===== src/rtl/xcore_shift_pkg.sv =====
// Shared definitions for the xcore sequential shifter: operation codes and FSM states.
package xcore_shift_pkg;

   typedef enum logic [1:0] {
      OP_SLL = 2'b00,
      OP_SRL = 2'b01,
      OP_SRA = 2'b10,
      OP_ROR = 2'b11
   } shift_op_e;

   typedef enum logic [1:0] {
      ST_IDLE  = 2'b00,
      ST_SHIFT = 2'b01,
      ST_DONE  = 2'b10
   } shift_state_e;

endpackage


===== src/rtl/xcore_shift_step.sv =====
// Combinational one-step shifter: moves data by STEP bit positions in the direction
// selected by op, each result bit picked by a 4-way select over the four operations.
module xcore_shift_step
   import xcore_shift_pkg::*;
#(
   parameter int DATA_W = 32,
   parameter int STEP   = 1
) (
   input  logic [DATA_W-1:0] data,
   input  shift_op_e         op,
   output logic [DATA_W-1:0] result
);

   for (genvar i = 0; i < DATA_W; i++) begin : g_bit
      logic sll_b;
      logic srl_b;
      logic sra_b;
      logic ror_b;
      logic sel_b;

      if (i >= STEP) begin : g_sll_src
         assign sll_b = data[i-STEP];
      end else begin : g_sll_fill
         assign sll_b = 1'b0;
      end

      // Right shifts: logical fills with zero, arithmetic replicates the sign bit.
      if (i + STEP < DATA_W) begin : g_sr_src
         assign srl_b = data[i+STEP];
         assign sra_b = data[i+STEP];
      end else begin : g_sr_fill
         assign srl_b = 1'b0;
         assign sra_b = data[DATA_W-1];
      end

      assign ror_b = data[(i+STEP) % DATA_W];

      // Per-bit operation select.
      always_comb begin
         sel_b = 1'b0;
         case (op)
            OP_SLL:  sel_b = sll_b;
            OP_SRL:  sel_b = srl_b;
            OP_SRA:  sel_b = sra_b;
            OP_ROR:  sel_b = ror_b;
            default: sel_b = 1'b0;
         endcase
      end

      assign result[i] = sel_b;
   end

endmodule


===== src/rtl/xcore_shift_seq.sv =====
// Multi-cycle shifter (SLL/SRL/SRA/ROR) with valid/ready handshakes on both sides.
// Build option XCORE_SHIFT_FAST_EN: step 4 bits per cycle while at least 4 remain.
module xcore_shift_seq
   import xcore_shift_pkg::*;
#(
   parameter int DATA_W = 32,
   parameter int CNT_W  = 5
) (
   input  logic              clk,
   input  logic              rst,
   input  logic              in_valid,
   output logic              in_ready,
   input  logic [DATA_W-1:0] in_data,
   input  logic [CNT_W-1:0]  in_shamt,
   input  logic [1:0]        in_op,
   output logic              out_valid,
   input  logic              out_ready,
   output logic [DATA_W-1:0] out_data,
   output logic              busy
);

   shift_state_e      state_r;
   shift_state_e      state_nxt_s;
   logic [CNT_W-1:0]  cnt_r;
   logic [DATA_W-1:0] work_r;
   shift_op_e         op_r;
   logic [DATA_W-1:0] step1_data_s;
   logic [DATA_W-1:0] step_data_s;
   logic [CNT_W-1:0]  cnt_dec_s;

   xcore_shift_step #(
      .DATA_W (DATA_W),
      .STEP   (1)
   ) u_step1 (
      .data   (work_r),
      .op     (op_r),
      .result (step1_data_s)
   );

`ifdef XCORE_SHIFT_FAST_EN
   logic [DATA_W-1:0] step4_data_s;

   xcore_shift_step #(
      .DATA_W (DATA_W),
      .STEP   (4)
   ) u_step4 (
      .data   (work_r),
      .op     (op_r),
      .result (step4_data_s)
   );

   // Take the wide step while it cannot overshoot the remaining count.
   always_comb begin
      step_data_s = step1_data_s;
      cnt_dec_s   = CNT_W'(3'd1);
      if (cnt_r >= CNT_W'(3'd4)) begin
         step_data_s = step4_data_s;
         cnt_dec_s   = CNT_W'(3'd4);
      end else begin
         step_data_s = step1_data_s;
         cnt_dec_s   = CNT_W'(3'd1);
      end
   end
`else
   // Single-bit stepping only.
   always_comb begin
      step_data_s = step1_data_s;
      cnt_dec_s   = CNT_W'(3'd1);
   end
`endif

   // State register.
   always_ff @(posedge clk or posedge rst) begin
      if (rst) begin
         state_r <= ST_IDLE;
      end else begin
         state_r <= state_nxt_s;
      end
   end

   // Next-state logic; DONE always returns to IDLE so no accept can overlap a take.
   always_comb begin
      state_nxt_s = state_r;
      case (state_r)
         ST_IDLE: begin
            if (in_valid) begin
               state_nxt_s = ST_SHIFT;
            end else begin
               state_nxt_s = ST_IDLE;
            end
         end
         ST_SHIFT: begin
            if (cnt_r == {CNT_W{1'b0}}) begin
               state_nxt_s = ST_DONE;
            end else begin
               state_nxt_s = ST_SHIFT;
            end
         end
         ST_DONE: begin
            if (out_ready) begin
               state_nxt_s = ST_IDLE;
            end else begin
               state_nxt_s = ST_DONE;
            end
         end
         default: state_nxt_s = ST_IDLE;
      endcase
   end

   // Operand capture on accept, then one step per SHIFT cycle until the count is spent.
   always_ff @(posedge clk or posedge rst) begin
      if (rst) begin
         cnt_r  <= {CNT_W{1'b0}};
         work_r <= {DATA_W{1'b0}};
         op_r   <= OP_SLL;
      end else begin
         case (state_r)
            ST_IDLE: begin
               if (in_valid) begin
                  work_r <= in_data;
                  cnt_r  <= in_shamt;
                  op_r   <= shift_op_e'(in_op);
               end
            end
            ST_SHIFT: begin
               if (cnt_r != {CNT_W{1'b0}}) begin
                  work_r <= step_data_s;
                  cnt_r  <= cnt_r - cnt_dec_s;
               end
            end
            ST_DONE: begin
               work_r <= work_r;
            end
            default: begin
               cnt_r <= {CNT_W{1'b0}};
            end
         endcase
      end
   end

   // Handshake outputs decode directly from the state flops.
   always_comb begin
      in_ready  = 1'b0;
      out_valid = 1'b0;
      busy      = 1'b0;
      out_data  = work_r;
      case (state_r)
         ST_IDLE:  in_ready = 1'b1;
         ST_SHIFT: busy     = 1'b1;
         ST_DONE: begin
            out_valid = 1'b1;
            busy      = 1'b1;
         end
         default: in_ready = 1'b0;
      endcase
   end

endmodule


===== config.mk =====
export PLATFORM = sky130hd
export DESIGN_NAME = xcore_shift_seq
export DESIGN_NICKNAME = d
export VERILOG_FILES = /design/src/rtl/xcore_shift_pkg.sv /design/src/rtl/xcore_shift_step.sv /design/src/rtl/xcore_shift_seq.sv
export SDC_FILE = /design/constraint.sdc
export NUM_CORES = 1
export LEC_CHECK = 0
export ABC_AREA = 1
export CORE_ASPECT_RATIO = 0.8
export CORE_MARGIN = 1.5
export CORE_UTILIZATION = 43
export CTS_CLUSTER_SIZE = 16
export DETAILED_ROUTE_END_ITERATION = 8
export GPL_TIMING_DRIVEN = 0
export PLACE_DENSITY_LB_ADDON = 0.08
export SETUP_SLACK_MARGIN = 0.1
export SLEW_MARGIN = 25
export SYNTH_ARGS = -nofsm -noshare
export SYNTH_HDL_FRONTEND = slang
export SYNTH_SLANG_ARGS = --single-unit

===== constraint.sdc =====
create_clock -name clk -period 1.35 [get_ports clk]
set_input_delay 0.135 -clock clk [delete_from_list [all_inputs] [get_ports clk]]
set_output_delay 0.135 -clock clk [all_outputs]
set_load 0.01 [all_outputs]

==> metrics, run 1 <==
Ys Warns=0; measured slew at the worst slew-check pin=0.326 ns; Synthesized Nets=469; Peak VDD IR=1.34 mV; number of setup violations in the final report=37; number of failing hold endpoints at the final stage=0; asr flop ratio synth=100%; Achievable Freq=0.683 GHz; via count of the first global-routing pass=2,665; diode count=0; violations in the final reports=setup timing; x dimension of the die=91.0 um; number of clock sinks=41; register clock-pin slew on the reported worst setup and hold paths=0.09 ns; data arrival time at the worst-slack endpoint=1.66 ns; Placer Congestion=0.780; Worst setup SP type=flop; count of buffering cells on the critical path with inverters included=5; Critical Path End Type=flop; Boundary Pins=78; DRC violation total after the first TritonRoute iteration=88; Worst Path Max Fanout=10; maxcap violations=0; router iterations before antenna repair=4; final number of max-transition violations=0; detailed-route wire length per cell=12.1 um; post-detailed-route via-to-cell ratio=4.74; Mapped Cells=421; count of flip-flops with a built-in enable after synthesis=0; Max clock buf depth=2; area of the multi-input gates=1440 um^2; remaining antenna violation count after routing=0; RSZ-0062 raised after global routing=true; pin count of the biggest net entering global routing=30; cell accounting for the most synthesized area=sky130_fd_sc_hd__dfrtp_1; aggregate global-route resource usage=22.3%; flops & latches, synth=41; area share of the largest cell type after synthesis=38.5%; clock tree from TritonCTS=yes; starting density of the core=44.8%; most repeated cell in the gate-level netlist after synthesis=sky130_fd_sc_hd__nand2_1; predominant post-synthesis flop cell=sky130_fd_sc_hd__dfrtp_1; top post-synthesis cells by count=sky130_fd_sc_hd__nand2_1 (245), sky130_fd_sc_hd__inv_1 (43), sky130_fd_sc_hd__dfrtp_1 (41); leakage power summed over all cells=2.18 nW; max_slew headroom=78.3%; worst path setup slack after routing=-0.114 ns; critical-path cell with the highest stage delay=sky130_fd_sc_hd__dfrtp_2; proportion of synthesized chip area in sequential cells=38.5%; distinct cell type count after synthesis=21; average cell area after synthesis=6.33 um^2; Crit path required time=1.54 ns; kind of critical path=reg -> reg; critical-path cell list=inv_2, ha_4, buf_6, nor2_4, clkinv_2, nand3_4, inv_4, buf_6, nand2_1, nand2_1; post-route clock period utilization=108%; root cell of the clock tree=sky130_fd_sc_hd__clkbuf_8; global-route wire length before repair=12,000 um; critical path's top delay family=buffers and inverters; nets@finish=565; total global routing overflow=0; sequential standard cell area=1030 um^2; Area growth syn-to-layout=44.3%; vertical die dimension=73.4 um; ratio of cells with drive above 1 in the final layout=13.7%; worst hold slack=0.107 ns; worst-skew pair later-pin latency=0.30 ns; result of the run=complete, but fails checks; total half-perimeter wirelength after legalization and detailed placement=5100 um; fill cell count=567; cell types occupying the most area after synthesis=sky130_fd_sc_hd__dfrtp_1 (38%), sky130_fd_sc_hd__nand2_1 (35%), sky130_fd_sc_hd__nand3_1 (6.4%), sky130_fd_sc_hd__inv_1 (6.1%), sky130_fd_sc_hd__ha_1 (2.3%); final critical path time including I/O delays and setup=1.46 ns; delay of the slowest cell on the worst path=0.42 ns; DP Worst Slack=-0.201 ns; placement row count=25; count of input and output buffers=77; antenna violations before repair=0; Die Area=6680 um^2; final clock skew=0.00895 ns; placeable core area=5940 um^2; power per standard cell area=2620 nW/um^2; clock buffer count from CTS=5; detailed-route via count=2,840; count of unresolved DRC violations after routing=0; post-synth design cell area=2670 um^2; htree depth=2; Hold WC Path Type=in -> async; total length of routed wires=7250 um
-- registers in the layout, indices dropped and copies added (netlist names) --
name and count:
out_data 32, cnt_r 5, state_r 2, op_r 2
-- power by group --
group	switching (W)	internal [W]
Combinational	0.00391	0.00289
Sequential	0.000493	0.00187
Clock	0.000455	0.000463
-- cells by family after synthesis --
logic type / synth area share, %
compound gates: 2.91
simple gates: 44.8
flops: 38.5
buf+inv: 11.5
fa+ha+maj: 2.35
-- per-layer routing --
metal | global-route usage (%) | routed length (um) | share of wire [%] | up-vias
met2 | 37.8 | 3330 | 46 | 90
met1 | 29.0 | 3430 | 47 | 1285
li1 | - | - | - | 1461
met5 | 0 | 0 | 0 | -
met4 | 5.90 | 34 | 0.47 | 0
met3 | 4.87 | 446 | 6.2 | 4
-- through the flow --
step                      setup TNS (ns)  cell area (um^2)  utilization, %  power, W  cells
after detailed placement           -5.45              3590            60.4   0.00877    580
after global placement            -32.85              3570            60.1   0.00862    579
after global routing               -5.98              3850            64.7    0.0111    599
after CTS                          -3.34              3780            63.6   0.00985    595
after floorplan                   -0.178              2700               -   0.00665    421
final                              -3.27              3850            64.7    0.0101    599
-- cell type report --
cell class,instances,share of cell area [%]
multi-input combinational,314,37.3
sequential,41,26.7
timing repair buffer,89,21.9
inverter,46,4.59
buffer,20,4.23
tap,81,2.63
clock buffer,7,2.50
clock inverter,1,0.130
-- cell usage in the layout, fill, tap and decap left out, types with 3 or more instances in the layout --
master                            Yosys  routed
sky130_fd_sc_hd__a21oi_1              5       3
sky130_fd_sc_hd__inv_1               43      37
sky130_fd_sc_hd__nor2_1              10       9
sky130_fd_sc_hd__buf_2               10       9
sky130_fd_sc_hd__ha_4                 0       4
sky130_fd_sc_hd__clkbuf_8             0       7
sky130_fd_sc_hd__inv_2                2       7
sky130_fd_sc_hd__clkdlybuf4s50_1      0      42
sky130_fd_sc_hd__o21ai_1              1       4
sky130_fd_sc_hd__buf_4                6      10
sky130_fd_sc_hd__nand2_1            245     241
sky130_fd_sc_hd__dlygate4sd2_1        0      32
sky130_fd_sc_hd__o21ai_0              8       5
sky130_fd_sc_hd__buf_6                3      14
sky130_fd_sc_hd__dfrtp_1             41      40
sky130_fd_sc_hd__nand3_1             34      33
-- worst reg2reg max path, cell delays in order (launching register included) --
cell and delay (ns):
sky130_fd_sc_hd__dfrtp_2 0.42, sky130_fd_sc_hd__inv_2 0.07, sky130_fd_sc_hd__ha_4 0.16, sky130_fd_sc_hd__buf_6 0.13, sky130_fd_sc_hd__nor2_4 0.08, sky130_fd_sc_hd__clkinv_2 0.07
sky130_fd_sc_hd__nand3_4 0.13, sky130_fd_sc_hd__inv_4 0.06, sky130_fd_sc_hd__buf_6 0.14, sky130_fd_sc_hd__nand2_1 0.07, sky130_fd_sc_hd__nand2_1 0.05
-- path summary, 6_finish.rpt --
| check | start | to | slack [ns] | depth (start not counted) |
|---|---|---|---|---|
| worst max register to register | state_r[0]$_DFF_PP0_ | out_data[7]$_DFFE_PP0P_ | -0.11 | 10 |
| max in group asynchronous | rst | state_r[0]$_DFF_PP0_ | 0.76 | 3 |
| worst max-delay path | state_r[0]$_DFF_PP0_ | out_data[7]$_DFFE_PP0P_ | -0.11 | 10 |
| min in group clk | in_op[1] | op_r[1]$_DFFE_PP0P_ | 0.42 | 3 |
| worst min-delay path | rst | out_data[25]$_DFFE_PP0P_ | 0.11 | 2 |
| worst min register to register | out_data[13]$_DFFE_PP0P_ | out_data[13]$_DFFE_PP0P_ | 0.50 | 2 |
-- what timing repair did --
action	4_1_cts	5_1_grt
resized for setup	67	12
pin swaps	3	5
hold buffers	0	0
buffers inserted	7	5
endpoints found under the setup margin	73	44
Note: power is estimated with default switching activity, not from simulation.
==> inputs of run 2 (changes only) <==
CAP_MARGIN = 25   (was not set)
==> results of run 2 <==
Same layout as run 1: the final DEF is identical, and so are final timing and power.
==> inputs of run 3 (changes only) <==
ABC_CLOCK_PERIOD_IN_PS = 1400   (was not set)
CORE_UTILIZATION = 48   (was 43)
clock period = 1.4 ns   (was 1.35 ns; I/O delays follow)
==> run 3 against run 2 <==
The flow still finishes with violations (setup timing). Routed wire length is 1.8% lower. Count of clock-buffer cells in the layout is 2 lower. Critical path depth is 2 lower. Total power is 1.8% lower. Fmax is 0.14% lower. Hold slack better by 0.024 ns. Clock power is 2.4% higher. First-iteration DRC count is 49% higher. Die area is 10% lower. Sequential share of layout area is 0.21 points higher. Critical path type unchanged. Non-clock buffer count is 5 lower. Worst setup slack better by 0.048 ns.
==> metrics, run 3 (synthesis results as in run 1) <==
diode count=0; max_slew headroom=76.8%; global-route wire length before repair=11,600 um; final critical path time including I/O delays and setup=1.47 ns; nets@finish=560; detailed-route wire length per cell=12.3 um; Crit path required time=1.58 ns; most frequent standard cell in the layout excluding fill and tap cells=sky130_fd_sc_hd__nand2_1; flip-flop count of the largest register, all copies and words added=32; ratio of cells with drive above 1 in the final layout=13.3%; measured slew at the worst slew-check pin=0.347 ns; worst-skew pair later-pin latency=0.29 ns; Boundary Pins=78; launch point of the worst reg-to-reg path=state_r[1]$_DFF_PP0_; Worst setup SP type=flop; violations in the final reports=setup timing; detailed-route via count=2,891; endpoint of the worst setup timing path=out_data[1]$_DFFE_PP0P_; Critical Path End Type=flop; cell area after layout=3810 um^2; post-detailed-route via-to-cell ratio=5.01; kind of critical path=reg -> reg; vertical die dimension=69.6 um; Worst Path Max Fanout=6; total global routing overflow=0; number of failing hold endpoints at the final stage=0; critical-path cell list=inv_2, ha_4, nand4_4, nand3_4, inv_6, clkbuf_16, nand2_4, nand2_1; placeable core area=5410 um^2; pin count of the biggest net entering global routing=28; power per standard cell area=2600 nW/um^2; hold-fix buffers at CTS=0; clock buffer count from CTS=5; Achievable Freq=0.682 GHz; aggregate global-route resource usage=24.2%; router iterations before antenna repair=5; antenna violations before repair=0; result of the run=complete, but fails checks; number of stages on the worst setup path=8; final clock skew=0.00903 ns; placement row count=24; Hold WC Path Type=in -> async; commonest cells after routing, fill and taps aside=sky130_fd_sc_hd__nand2_1 (232), sky130_fd_sc_hd__clkdlybuf4s50_1 (42), sky130_fd_sc_hd__dfrtp_1 (41), sky130_fd_sc_hd__inv_1 (39), sky130_fd_sc_hd__nand3_1 (34); leakage power summed over all cells=2.17 nW; post-route clock period utilization=105%; final number of max-transition violations=0; root cell of the clock tree=sky130_fd_sc_hd__clkbuf_8; Peak VDD IR=1.16 mV; count of input and output buffers=77; data arrival time at the worst-slack endpoint=1.65 ns; via count of the first global-routing pass=2,631; beginning of the critical path=state_r[1]$_DFF_PP0_; end of the worst register-to-register path=out_data[1]$_DFFE_PP0P_; Placer Congestion=0.791; Area growth syn-to-layout=43.0%; Die Area=6010 um^2; post-detailed-placement cell area=3570 um^2; critical-path cell with the highest stage delay=sky130_fd_sc_hd__dfrtp_1; total length of routed wires=7120 um; clock tree from TritonCTS=yes; count of unresolved DRC violations after routing=0; delay of the slowest cell on the worst path=0.40 ns; worst-case register-to-register setup slack=-0.07 ns; worst path setup slack after routing=-0.0659 ns; x dimension of the die=86.3 um; critical path's top delay family=simple AND/OR/NAND/NOR gates; DP Worst Slack=-0.147 ns; Max clock buf depth=2; RSZ-0062 raised after global routing=true; starting density of the core=49.3%; maxcap violations=0; fill cell count=489; count of buffering cells on the critical path with inverters included=3; number of setup violations in the final report=30; worst reg-to-reg path cell count=8; htree depth=2; register clock-pin slew on the reported worst setup and hold paths=0.08 ns; remaining antenna violation count after routing=0; number of clock sinks=41; DRC violation total after the first TritonRoute iteration=131; total half-perimeter wirelength after legalization and detailed placement=5070 um
run 3: cell count changes in the layout (fill, tap and decap cells not counted), sizes merged:
| cell | change |
|---|---|
| buf | -8 |
| bufinv | +1 |
| clkbuf | +1 |
run 3: how the worst min path moves through the flow:
stage | slack (ns) | end | cells past startpoint | startpoint
after CTS | 0.14 | out_data[26]$_DFFE_PP0P_ | 2 | rst
after floorplan | 0.30 | op_r[1]$_DFFE_PP0P_ | 2 | in_op[1]
after global routing | 0.16 | out_data[26]$_DFFE_PP0P_ | 2 | rst
after global placement | 0.47 | cnt_r[0]$_DFFE_PP0P_ | 2 | cnt_r[0]$_DFFE_PP0P_
final | 0.13 | out_data[26]$_DFFE_PP0P_ | 2 | rst
after detailed placement | 0.45 | out_data[3]$_DFFE_PP0P_ | 2 | rst
run 3: timing repair:
item	4_1_cts	5_1_grt
setup buffers	3	2
pin swaps	0	1
gates cloned	0	1
resized for setup	50	31
endpoints found under the setup margin	73	41
run 3: cell type report:
class / count / area (um^2) / share of cell area (%)
buffer: 20 / 176 / 4.63
multi-input combinational: 314 / 1440 / 37.7
sequential: 41 / 1030 / 26.9
tap: 65 / 81.3 / 2.13
inverter: 46 / 179 / 4.69
timing repair buffer: 84 / 808 / 21.2
clock buffer: 5 / 68.8 / 1.81
clock inverter: 2 / 35.0 / 0.919
run 3: power by group:
part           switching [W]  internal [W]
sequential          0.000475       0.00180
combinational        0.00385       0.00284
clock               0.000421      0.000519
total                0.00474       0.00516
run 3: routing by layer:
layer	track usage (%)	up-vias	wire length, um
met1	32.9	1328	3320
met4	5.02	0	59
li1	-	1450	-
met2	39.9	107	3330
met5	0	-	0
met3	4.88	6	406
run 3: through the flow:
stage,util (%),instances,setup TNS (ns),power (W),hold slack (ns)
after floorplan,-,421,0,0.00641,0.299
after CTS,68.2,574,-0.760,0.00928,0.139
after global placement,65.7,563,-27.76,0.00829,0.467
after global routing,70.5,577,-3.78,0.0109,0.160
after detailed placement,66.0,564,-3.29,0.00846,0.449
final,70.5,577,-1.28,0.00990,0.131
